--- config.mk ---
export PLATFORM = sky130hd
export DESIGN_NAME = decode_queue
export DESIGN_NICKNAME = d
export VERILOG_FILES = /design/src/rtl/decode_queue.sv
export SDC_FILE = /design/constraint.sdc
export NUM_CORES = 2
export LEC_CHECK = 0
export ABC_CLOCK_PERIOD_IN_PS = 57000
export BUFFER_PORTS_ARGS = -buffer_cell sky130_fd_sc_hd__buf_2
export CORE_ASPECT_RATIO = 0.8
export CORE_MARGIN = 2
export CORE_UTILIZATION = 60
export CTS_BUF_LIST = sky130_fd_sc_hd__clkbuf_16
export CTS_CLUSTER_SIZE = 25
export DETAILED_ROUTE_END_ITERATION = 6
export PLACE_DENSITY = 0.76
export SYNTH_ARGS = -nofsm -noshare
export SYNTH_HDL_FRONTEND = slang
export SYNTH_SLANG_ARGS = --single-unit
export TNS_END_PERCENT = 20
--- constraint.sdc ---
create_clock -name clk -period 57 [get_ports clk]
set_input_delay 11.4 -clock clk [delete_from_list [all_inputs] [get_ports clk]]
set_output_delay 11.4 -clock clk [all_outputs]
set_load 0.005 [all_outputs]
--- src/rtl/decode_queue.sv ---
`default_nettype none
// ============================================================================
//  Module      : decode_queue
//  Description : Decodes each accepted fetch word and buffers the decoded
//                record in a DEPTH-entry circular queue drained in order by
//                dispatch over a valid/ready handshake. Flush discards all
//                entries.
//  Option      : DECODE_QUEUE_TARGET_EN - when defined, JAL and branch
//                entries carry a precomputed pc + imm target; otherwise
//                out_target is tied to 0.
//  Revision    : 1.0 - initial release
// ============================================================================
module decode_queue #(
  parameter int DEPTH   = 8,
  parameter int OPNUM_W = 6
) (
  input  logic                       clk,
  input  logic                       rst,
  input  logic                       rdy,
  input  logic                       flush,
  input  logic                       in_valid,
  output logic                       in_ready,
  input  logic [31:0]                in_inst,
  input  logic [31:0]                in_pc,
  input  logic                       in_pred_taken,
  output logic                       out_valid,
  input  logic                       out_ready,
  output logic [OPNUM_W-1:0]         out_opnum,
  output logic [4:0]                 out_rd,
  output logic [4:0]                 out_rs1,
  output logic [4:0]                 out_rs2,
  output logic [31:0]                out_imm,
  output logic [31:0]                out_pc,
  output logic                       out_pred_taken,
  output logic                       out_is_jump,
  output logic                       out_is_ls,
  output logic                       out_illegal,
  output logic [31:0]                out_target,
  output logic [$clog2(DEPTH):0]     count
);

  localparam int PTR_W = $clog2(DEPTH);
  localparam int CNT_W = PTR_W + 1;
  localparam logic [CNT_W-1:0] CNT_FULL = CNT_W'(DEPTH);

  // Opnum encodings, mirroring the shared defines header
  localparam logic [OPNUM_W-1:0] OPNUM_NULL  = OPNUM_W'(0);
  localparam logic [OPNUM_W-1:0] OPNUM_LUI   = OPNUM_W'(1);
  localparam logic [OPNUM_W-1:0] OPNUM_AUIPC = OPNUM_W'(2);
  localparam logic [OPNUM_W-1:0] OPNUM_JAL   = OPNUM_W'(3);
  localparam logic [OPNUM_W-1:0] OPNUM_JALR  = OPNUM_W'(4);
  localparam logic [OPNUM_W-1:0] OPNUM_BEQ   = OPNUM_W'(5);
  localparam logic [OPNUM_W-1:0] OPNUM_BNE   = OPNUM_W'(6);
  localparam logic [OPNUM_W-1:0] OPNUM_BLT   = OPNUM_W'(7);
  localparam logic [OPNUM_W-1:0] OPNUM_BGE   = OPNUM_W'(8);
  localparam logic [OPNUM_W-1:0] OPNUM_BLTU  = OPNUM_W'(9);
  localparam logic [OPNUM_W-1:0] OPNUM_BGEU  = OPNUM_W'(10);
  localparam logic [OPNUM_W-1:0] OPNUM_LB    = OPNUM_W'(11);
  localparam logic [OPNUM_W-1:0] OPNUM_LH    = OPNUM_W'(12);
  localparam logic [OPNUM_W-1:0] OPNUM_LW    = OPNUM_W'(13);
  localparam logic [OPNUM_W-1:0] OPNUM_LBU   = OPNUM_W'(14);
  localparam logic [OPNUM_W-1:0] OPNUM_LHU   = OPNUM_W'(15);
  localparam logic [OPNUM_W-1:0] OPNUM_SB    = OPNUM_W'(16);
  localparam logic [OPNUM_W-1:0] OPNUM_SH    = OPNUM_W'(17);
  localparam logic [OPNUM_W-1:0] OPNUM_SW    = OPNUM_W'(18);
  localparam logic [OPNUM_W-1:0] OPNUM_ADDI  = OPNUM_W'(19);
  localparam logic [OPNUM_W-1:0] OPNUM_SLTI  = OPNUM_W'(20);
  localparam logic [OPNUM_W-1:0] OPNUM_SLTIU = OPNUM_W'(21);
  localparam logic [OPNUM_W-1:0] OPNUM_XORI  = OPNUM_W'(22);
  localparam logic [OPNUM_W-1:0] OPNUM_ORI   = OPNUM_W'(23);
  localparam logic [OPNUM_W-1:0] OPNUM_ANDI  = OPNUM_W'(24);
  localparam logic [OPNUM_W-1:0] OPNUM_SLLI  = OPNUM_W'(25);
  localparam logic [OPNUM_W-1:0] OPNUM_SRLI  = OPNUM_W'(26);
  localparam logic [OPNUM_W-1:0] OPNUM_SRAI  = OPNUM_W'(27);
  localparam logic [OPNUM_W-1:0] OPNUM_ADD   = OPNUM_W'(28);
  localparam logic [OPNUM_W-1:0] OPNUM_SUB   = OPNUM_W'(29);
  localparam logic [OPNUM_W-1:0] OPNUM_SLL   = OPNUM_W'(30);
  localparam logic [OPNUM_W-1:0] OPNUM_SLT   = OPNUM_W'(31);
  localparam logic [OPNUM_W-1:0] OPNUM_SLTU  = OPNUM_W'(32);
  localparam logic [OPNUM_W-1:0] OPNUM_XOR   = OPNUM_W'(33);
  localparam logic [OPNUM_W-1:0] OPNUM_SRL   = OPNUM_W'(34);
  localparam logic [OPNUM_W-1:0] OPNUM_SRA   = OPNUM_W'(35);
  localparam logic [OPNUM_W-1:0] OPNUM_OR    = OPNUM_W'(36);
  localparam logic [OPNUM_W-1:0] OPNUM_AND   = OPNUM_W'(37);

  // Major opcodes
  localparam logic [6:0] OPC_LUI    = 7'b0110111;
  localparam logic [6:0] OPC_AUIPC  = 7'b0010111;
  localparam logic [6:0] OPC_JAL    = 7'b1101111;
  localparam logic [6:0] OPC_JALR   = 7'b1100111;
  localparam logic [6:0] OPC_BRANCH = 7'b1100011;
  localparam logic [6:0] OPC_LOAD   = 7'b0000011;
  localparam logic [6:0] OPC_STORE  = 7'b0100011;
  localparam logic [6:0] OPC_OPIMM  = 7'b0010011;
  localparam logic [6:0] OPC_OP     = 7'b0110011;

  localparam logic [6:0] F7_BASE = 7'b0000000;
  localparam logic [6:0] F7_ALT  = 7'b0100000;

  typedef struct packed {
    logic [OPNUM_W-1:0] opnum;
    logic [4:0]         rd;
    logic [4:0]         rs1;
    logic [4:0]         rs2;
    logic [31:0]        imm;
    logic [31:0]        pc;
    logic               pred_taken;
    logic               is_jump;
    logic               is_ls;
    logic               illegal;
  } entry_t;

  // Instruction fields
  logic [6:0]  w_opc;
  logic [2:0]  w_f3;
  logic [6:0]  w_f7;
  logic [31:0] w_imm_i;
  logic [31:0] w_imm_s;
  logic [31:0] w_imm_b;
  logic [31:0] w_imm_u;
  logic [31:0] w_imm_j;
  logic [31:0] w_imm_sh;

  assign w_opc    = in_inst[6:0];
  assign w_f3     = in_inst[14:12];
  assign w_f7     = in_inst[31:25];
  assign w_imm_i  = {{20{in_inst[31]}}, in_inst[31:20]};
  assign w_imm_s  = {{20{in_inst[31]}}, in_inst[31:25], in_inst[11:7]};
  assign w_imm_b  = {{19{in_inst[31]}}, in_inst[31], in_inst[7], in_inst[30:25],
                     in_inst[11:8], 1'b0};
  assign w_imm_u  = {in_inst[31:12], 12'b0};
  assign w_imm_j  = {{11{in_inst[31]}}, in_inst[31], in_inst[19:12], in_inst[20],
                     in_inst[30:21], 1'b0};
  assign w_imm_sh = {27'b0, in_inst[24:20]};

  entry_t w_entry;
  logic   w_legal;

  // Combinational decode of the incoming fetch word into a queue record
  always_comb begin
    w_entry            = '0;
    w_legal            = 1'b0;
    w_entry.rd         = in_inst[11:7];
    w_entry.rs1        = in_inst[19:15];
    w_entry.rs2        = in_inst[24:20];
    w_entry.pc         = in_pc;
    w_entry.pred_taken = in_pred_taken;
    case (w_opc)
      OPC_LUI: begin
        w_entry.opnum = OPNUM_LUI;   w_entry.imm = w_imm_u; w_legal = 1'b1;
      end
      OPC_AUIPC: begin
        w_entry.opnum = OPNUM_AUIPC; w_entry.imm = w_imm_u; w_legal = 1'b1;
      end
      OPC_JAL: begin
        w_entry.opnum = OPNUM_JAL;   w_entry.imm = w_imm_j; w_legal = 1'b1;
        w_entry.is_jump = 1'b1;
      end
      OPC_JALR: begin
        w_entry.opnum = OPNUM_JALR;  w_entry.imm = w_imm_i; w_legal = 1'b1;
        w_entry.is_jump = 1'b1;
      end
      OPC_BRANCH: begin
        w_entry.rd = 5'd0; w_entry.imm = w_imm_b; w_entry.is_jump = 1'b1;
        w_legal = 1'b1;
        case (w_f3)
          3'd0:    w_entry.opnum = OPNUM_BEQ;
          3'd1:    w_entry.opnum = OPNUM_BNE;
          3'd4:    w_entry.opnum = OPNUM_BLT;
          3'd5:    w_entry.opnum = OPNUM_BGE;
          3'd6:    w_entry.opnum = OPNUM_BLTU;
          3'd7:    w_entry.opnum = OPNUM_BGEU;
          default: w_legal = 1'b0;
        endcase
      end
      OPC_LOAD: begin
        w_entry.imm = w_imm_i; w_entry.is_ls = 1'b1; w_legal = 1'b1;
        case (w_f3)
          3'd0:    w_entry.opnum = OPNUM_LB;
          3'd1:    w_entry.opnum = OPNUM_LH;
          3'd2:    w_entry.opnum = OPNUM_LW;
          3'd4:    w_entry.opnum = OPNUM_LBU;
          3'd5:    w_entry.opnum = OPNUM_LHU;
          default: w_legal = 1'b0;
        endcase
      end
      OPC_STORE: begin
        w_entry.rd = 5'd0; w_entry.imm = w_imm_s; w_entry.is_ls = 1'b1;
        w_legal = 1'b1;
        case (w_f3)
          3'd0:    w_entry.opnum = OPNUM_SB;
          3'd1:    w_entry.opnum = OPNUM_SH;
          3'd2:    w_entry.opnum = OPNUM_SW;
          default: w_legal = 1'b0;
        endcase
      end
      OPC_OPIMM: begin
        w_entry.imm = w_imm_i; w_legal = 1'b1;
        case (w_f3)
          3'd0: w_entry.opnum = OPNUM_ADDI;
          3'd2: w_entry.opnum = OPNUM_SLTI;
          3'd3: w_entry.opnum = OPNUM_SLTIU;
          3'd4: w_entry.opnum = OPNUM_XORI;
          3'd6: w_entry.opnum = OPNUM_ORI;
          3'd7: w_entry.opnum = OPNUM_ANDI;
          3'd1: begin
            w_entry.imm   = w_imm_sh;
            w_entry.opnum = OPNUM_SLLI;
            w_legal       = (w_f7 == F7_BASE);
          end
          default: begin
            w_entry.imm = w_imm_sh;
            if (w_f7 == F7_BASE)     w_entry.opnum = OPNUM_SRLI;
            else if (w_f7 == F7_ALT) w_entry.opnum = OPNUM_SRAI;
            else                     w_legal = 1'b0;
          end
        endcase
      end
      OPC_OP: begin
        if (w_f7 == F7_BASE) begin
          w_legal = 1'b1;
          case (w_f3)
            3'd0:    w_entry.opnum = OPNUM_ADD;
            3'd1:    w_entry.opnum = OPNUM_SLL;
            3'd2:    w_entry.opnum = OPNUM_SLT;
            3'd3:    w_entry.opnum = OPNUM_SLTU;
            3'd4:    w_entry.opnum = OPNUM_XOR;
            3'd5:    w_entry.opnum = OPNUM_SRL;
            3'd6:    w_entry.opnum = OPNUM_OR;
            default: w_entry.opnum = OPNUM_AND;
          endcase
        end else if (w_f7 == F7_ALT && w_f3 == 3'd0) begin
          w_legal = 1'b1; w_entry.opnum = OPNUM_SUB;
        end else if (w_f7 == F7_ALT && w_f3 == 3'd5) begin
          w_legal = 1'b1; w_entry.opnum = OPNUM_SRA;
        end
      end
      default: w_legal = 1'b0;
    endcase
    // Undecodable words still travel down the queue so commit traps in order
    if (!w_legal) begin
      w_entry.opnum   = OPNUM_NULL;
      w_entry.imm     = '0;
      w_entry.is_jump = 1'b0;
      w_entry.is_ls   = 1'b0;
    end
    w_entry.illegal = !w_legal;
  end

  // Queue state
  entry_t           mem_q [DEPTH];
  logic [PTR_W-1:0] head_q, head_d;
  logic [PTR_W-1:0] tail_q, tail_d;
  logic [CNT_W-1:0] count_q, count_d;
  logic             w_push;
  logic             w_pop;

  assign in_ready  = (count_q != CNT_FULL);
  assign out_valid = (count_q != '0);
  assign count     = count_q;
  assign w_push    = rdy && in_valid && in_ready && !flush;
  assign w_pop     = rdy && out_valid && out_ready && !flush;

  // Next-state pointers and occupancy; flush wins over any push or pop
  always_comb begin
    head_d  = head_q;
    tail_d  = tail_q;
    count_d = count_q;
    if (flush) begin
      head_d  = '0;
      tail_d  = '0;
      count_d = '0;
    end else begin
      if (w_push) tail_d = tail_q + 1'b1;
      if (w_pop)  head_d = head_q + 1'b1;
      if (w_push && !w_pop)      count_d = count_q + 1'b1;
      else if (!w_push && w_pop) count_d = count_q - 1'b1;
    end
  end

  // Pointer and occupancy registers
  always_ff @(posedge clk or posedge rst) begin
    if (rst) begin
      head_q  <= '0;
      tail_q  <= '0;
      count_q <= '0;
    end else begin
      head_q  <= head_d;
      tail_q  <= tail_d;
      count_q <= count_d;
    end
  end

  // Record storage, written at the tail on push
  always_ff @(posedge clk or posedge rst) begin
    if (rst) begin
      for (int i = 0; i < DEPTH; i++) mem_q[i] <= '0;
    end else if (w_push) begin
      mem_q[tail_q] <= w_entry;
    end
  end

  assign out_opnum      = mem_q[head_q].opnum;
  assign out_rd         = mem_q[head_q].rd;
  assign out_rs1        = mem_q[head_q].rs1;
  assign out_rs2        = mem_q[head_q].rs2;
  assign out_imm        = mem_q[head_q].imm;
  assign out_pc         = mem_q[head_q].pc;
  assign out_pred_taken = mem_q[head_q].pred_taken;
  assign out_is_jump    = mem_q[head_q].is_jump;
  assign out_is_ls      = mem_q[head_q].is_ls;
  assign out_illegal    = mem_q[head_q].illegal;

`ifdef DECODE_QUEUE_TARGET_EN
  logic [31:0] tgt_q [DEPTH];
  logic [31:0] w_tgt;

  // JALR targets depend on a register value, so only pc-relative jumps get one
  assign w_tgt = (w_entry.is_jump && w_entry.opnum != OPNUM_JALR)
               ? (in_pc + w_entry.imm) : 32'd0;

  // Precomputed target storage, written alongside the record
  always_ff @(posedge clk or posedge rst) begin
    if (rst) begin
      for (int i = 0; i < DEPTH; i++) tgt_q[i] <= '0;
    end else if (w_push) begin
      tgt_q[tail_q] <= w_tgt;
    end
  end

  assign out_target = tgt_q[head_q];
`else
  assign out_target = 32'd0;
`endif

endmodule
`default_nettype wire
Word level (Yosys, flattened, before mapping)
Cells that the tools add are included.
{"block": "classes", "add_sub_neg": 4, "mul": 0, "div_mod_pow": 0, "magnitude_cmp": 3, "eq_ne": 18, "shift": 0, "n_mux": 42, "n_bitwise": 2, "n_reduce_logical": 31}
{"op": "bitwise mux 712 bit", "count": 1}
{"op": "binary-select mux 89 bit (select 3 bit)", "count": 1}
{"op": "demux 89 bit (select 3 bit)", "count": 1}
{"op": "2-to-1 mux 89 bit", "count": 3}
{"op": "one-hot mux 32 bit (6 select lines)", "count": 1}
{"op": "2-to-1 mux 32 bit", "count": 2}
{"op": "one-hot mux 6 bit (9 select lines)", "count": 1}
{"op": "one-hot mux 6 bit (7 select lines)", "count": 1}
{"op": "one-hot mux 5 bit (7 select lines)", "count": 1}
{"op": "== test 7 x 6 -> 1 bit (second input constant)", "count": 4}
{"op": "2-to-1 mux 6 bit", "count": 4}
{"op": "one-hot mux 4 bit (6 select lines)", "count": 1}
{"op": "== test 7 bit (second input constant)", "count": 3}
{"op": "one-hot mux 4 bit (5 select lines)", "count": 1}
{"op": "2-to-1 mux 5 bit", "count": 3}
{"op": "one-hot mux 5 bit (3 select lines)", "count": 1}
{"op": "== test 7 x 5 -> 1 bit (second input constant)", "count": 2}
{"op": "== test 3 bit (second input constant)", "count": 4}
{"op": "2-to-1 mux 3 bit", "count": 4}
{"op": "2-to-1 mux 4 bit", "count": 3}
{"op": "OR reduction 6 bit", "count": 2}
{"op": "logical AND 1 bit", "count": 11}
{"op": "2-to-1 mux 1 bit", "count": 10}
{"op": ">= comparator 4 bit (second input constant)", "count": 2}
{"op": "22 further kinds", "count": 33}
{"block": "totals", "register_bits": 722, "latch_bits": 0, "ram_bits": 0, "mem_bits_ro": 0, "inputBits": 71, "output_inout_bits": 127, "wordCells": 183, "n_memories": 0}

Longest topological paths before layout
{"block": "depth", "word_depth": 8, "ltp_mapped": 11, "depth_no_buf": 10}

Worst setup path after synthesis
No wires, ideal clock.
{"block": "synth_path", "path_kind": "reg-to-output", "start": "register head_q[1]", "end": "output out_imm[0]", "arrival_ns": 1.916, "required_time_ns": 45.600, "slack_ns": 43.684, "stages_incl_launch_ff": 5, "n_path_buf": 2, "cell_sequence": "dfrtp_1 clkbuf_1 buf_1 mux4_2 mux2_2"}
{"block": "synth_between", "elab_chain_cells": 4}
{"element": "from (decl)", "line_no": "252", "rtl": "logic [PTR_W-1:0] head_q, head_d;"}
{"element": "from (signal assigned)", "line_no": "284", "rtl": "head_q <= '0;"}
{"element": "from (signal assigned)", "line_no": "288", "rtl": "head_q <= head_d;"}
{"element": "NOT 3 -> 4 bit (implied by the code)", "line_no": "307", "rtl": "assign out_imm = mem_q[head_q].imm;"}
{"element": "binary-select mux 89 bit (select 3 bit)", "line_no": "307"}
{"element": "2-to-1 mux 89 bit (2 in series)"}
{"element": "to (decl)", "line_no": "32", "rtl": "output logic [31:0] out_imm,"}
No other way between the ends. The select of a mux whose other input is x is not followed.

Final worst setup path
{"block": "layout_path", "start": "register head_q[0]", "end": "output out_imm[31]"}
The elaborated chain is that of the path after synthesis.

==> results.md <==
- Crit path cell chain: buf_4, buf_4, mux4_2, mux2_2, buf_2
- CTS tree: done
- Layout cell share with drive strength beyond 1: between 40% and 50%
- Slew headroom: approximately 20%
- Top_reg_cell synth: dfrtp_1
- H-tree levels: 3
- Core Box Area: between 50000 and 60000 um2
- Worst hold path class: flop to flop
- I/O pin cnt: 198
- Drc violations: 0
- Max frequency: 0.0639 GHz
- CP endpoint kind: primary output
- Reg2reg path depth: 6
- Initial antenna violation count: 15
- Crit path setup slack, layout: 41.35 ns
- Clk root buf: clkbuf_16
- Drt first-iter violations: 1777
- Routability Congestion: approximately 0.91
- Flip-flop and latch area: approximately 18000 um2
- RSZ-0062 raised after global routing: no
- Post-synthesis sequential area ratio: 54.5%
- Total grt overflow: 0
- Peak supply drop: 0.0000267 V
- HPWL after detailed placement: between 40 and 50 mm
- Crit-path slowest cell: buf_4
- Netlist cell types: 71
- Nets: 2590
- CP peak stage delay: approximately 0.94 ns
- Leak: 0.0171 uW
- Worst-path clk slew: approximately 0.060 ns
- Routed vias: 20200
- CP top delay family: buffers and inverters
- Slew Limit Fails: 0
- Largest net degree at the start of global routing: 211
- Number of global-route vias before repair: between 20000 and 25000
- Initial Util: around three fifths
- Yosys synthesis warning count: 0
- Multi-input gate area: about 14000 um2
- Design Area, Final: 36500 um2
- Worst Path Max Fanout: 54
- Run status: finished, final reports clean
- Power, Total: 1260 uW
- CTS Buf Count: between 70 and 80
- CP most frequent cell: buf_4
- First-pass GRT wire length: 122 mm
- Final Cycle Share: 27.4%
- Post-synthesis cell count: roughly 2400
- Endpoints failing setup: 0
- Post-synth top cells: dfrtp_1 (722), mux2_2 (527), nand2_1 (338)
- Die width: 267 um
- Post-synth EDFFs: 0
- Vert. Die Dim: 214 um
- Crit path arrival time: 4.25 ns
- Setup bufs post-CTS: 0
- Placed Area: 34100 um2
- Fillcell total: 3880
- Setup TNS: 0 ns
- Avg Vias per Cell: slightly above 6
- PD cells: 34.6 nW/um2
- Most frequent cell after synthesis: dfrtp_1
- Synth top area share: 54.5%
- Count of state elements after synthesis: 722
- Synth-to-Final Area Change: 9.96%
- Asr flop ratio synth: 100%
- Clock sink count: 722
- Worst slew pin tran: 1.19 ns
- Hold Fails Final Rpt: 0
- Clock tree buffer depth: 3
- Number of routed nets with antenna violations: 0
- Cts hold-fix bufs: 0
- Drt pass-1 iters: 7
- Gr usage total: between 20% and 30%
- Crit path time final: ~16 ns
- CP required: ~46 ns
- Startpoint types: flop
- Crit path depth: 5
- PortBufs: 165
- Synth Area per Inst: 13.6 um2
- Clk_lat worst skew: 0.63 ns
- CTS-repair resized insts: 0
- Number of placement rows: 77
- Final wirelength: 75.6 mm
- Post-Syn Area: around 33000 um2
- Dpl ws: ~42 ns
- WP buf/inv: 3
- Wire per inst: 22.9 um
- Synth top area cells: dfrtp_1 (54%), mux2_2 (18%), mux4_2 (12%), o21ai_0 (4.0%), nand2_1 (3.8%)
- Worst hold stages: 2
- Die area: 57200 um2
- Cell taking the most area after synthesis: dfrtp_1
- Clock Skew: 0.0248 ns
- Post-Route Utilization: 66.4%
- # Max-Cap Violations: 0
- WS Path Type: flop to primary output
-- layout make-up --
type	instances	share of cell area, %
Multi-Input combinational cell	1524	38.7
Sequential cell	722	49.6
Antenna cell	13	0.0892
Clock buffer	75	5.15
Clock inverter	55	1.18
Tap cell	711	2.44
Timing Repair Buffer	186	2.77
Inverter	9	0.113
-- kinds of logic (layout without fill, tap and decap cells) --
| family | after synthesis | in the layout | share of synthesized area [%] |
|---|---|---|---|
| muxes | 709 | 709 | 30.1 |
| xor gates and xnor gates | 11 | 11 | 0.290 |
| and+or+nand+nor | 433 | 433 | 5.75 |
| AOI/OAI and AO/OA | 334 | 334 | 5.68 |
| other | 1 | 45 | 0.0113 |
| adders and majority gates | 5 | 5 | 0.211 |
| buffers and inverters | 221 | 325 | 3.48 |
| DFF | 722 | 722 | 54.5 |
-- registers in the layout, indices dropped and copies added, names as in the netlist --
name    count
count       4
head_q      3
mem_q     712
tail_q      3
-- power breakdown --
group	switching (uW)	internal [uW]
registers	28.3	555
logic	94.5	115
clock network	198	270
total	321	940
-- per-stage QoR --
| step | hold slack (ns) | cells |
|---|---|---|
| floorplan | 0.444 | 2467 |
| global placement | 0.456 | 3152 |
| detailed placement | 0.466 | 3152 |
| CTS | 0.479 | 3282 |
| global route | 0.495 | 3294 |
| finish | 0.476 | 3295 |
-- layout by cell type, fill, tap and decap left out, types with 10 or more instances in the layout --
master,netlist,routed
inv_1,8,23
clkbuf_16,0,75
o21ai_0,262,262
clkinv_1,1,17
nand2_1,338,336
dfrtp_1,722,719
nor2_1,28,28
mux4_2,178,178
buf_4,50,19
buf_2,92,165
conb_1,1,32
a21oi_4,10,10
mux2_2,527,527
o21ai_1,21,21
clkinv_2,0,10
diode_2,0,13
a21oi_1,11,11
-- per-layer routing --
metal,global-route usage (%),routed length [um],vias to the layer above
met4,8.69,2170,6
li1,-,-,8887
met5,0,36,-
met3,5.27,4120,145
met2,42.9,36200,547
met1,39.4,33100,10600
-- worst reg2reg max path, stage by stage (launching register included) --
cell and delay (ns):
dfrtp_1 0.44, or4b_4 0.57, nand3_4 0.18, nor3_2 0.13, nand2_4 0.64, buf_4 0.96
mux2_2 0.46
-- path summary, 6_finish.rpt --
path                                         from                endpoint  slack, ns
min                        mem_q[419]$_DFFE_PP0P_  mem_q[419]$_DFFE_PP0P_       0.48
max in group asynchronous                     rst  mem_q[204]$_DFFE_PP0P_      43.76
max reg2reg                  count[1]$_DFFE_PP0P_  mem_q[342]$_DFFE_PP0P_      53.50
max                         head_q[0]$_DFFE_PP0P_             out_imm[31]      41.35
min in group asynchronous                     rst  mem_q[168]$_DFFE_PP0P_      10.95
min reg2reg                mem_q[419]$_DFFE_PP0P_  mem_q[419]$_DFFE_PP0P_       0.48
Note: power is estimated with default switching activity, not from simulation.
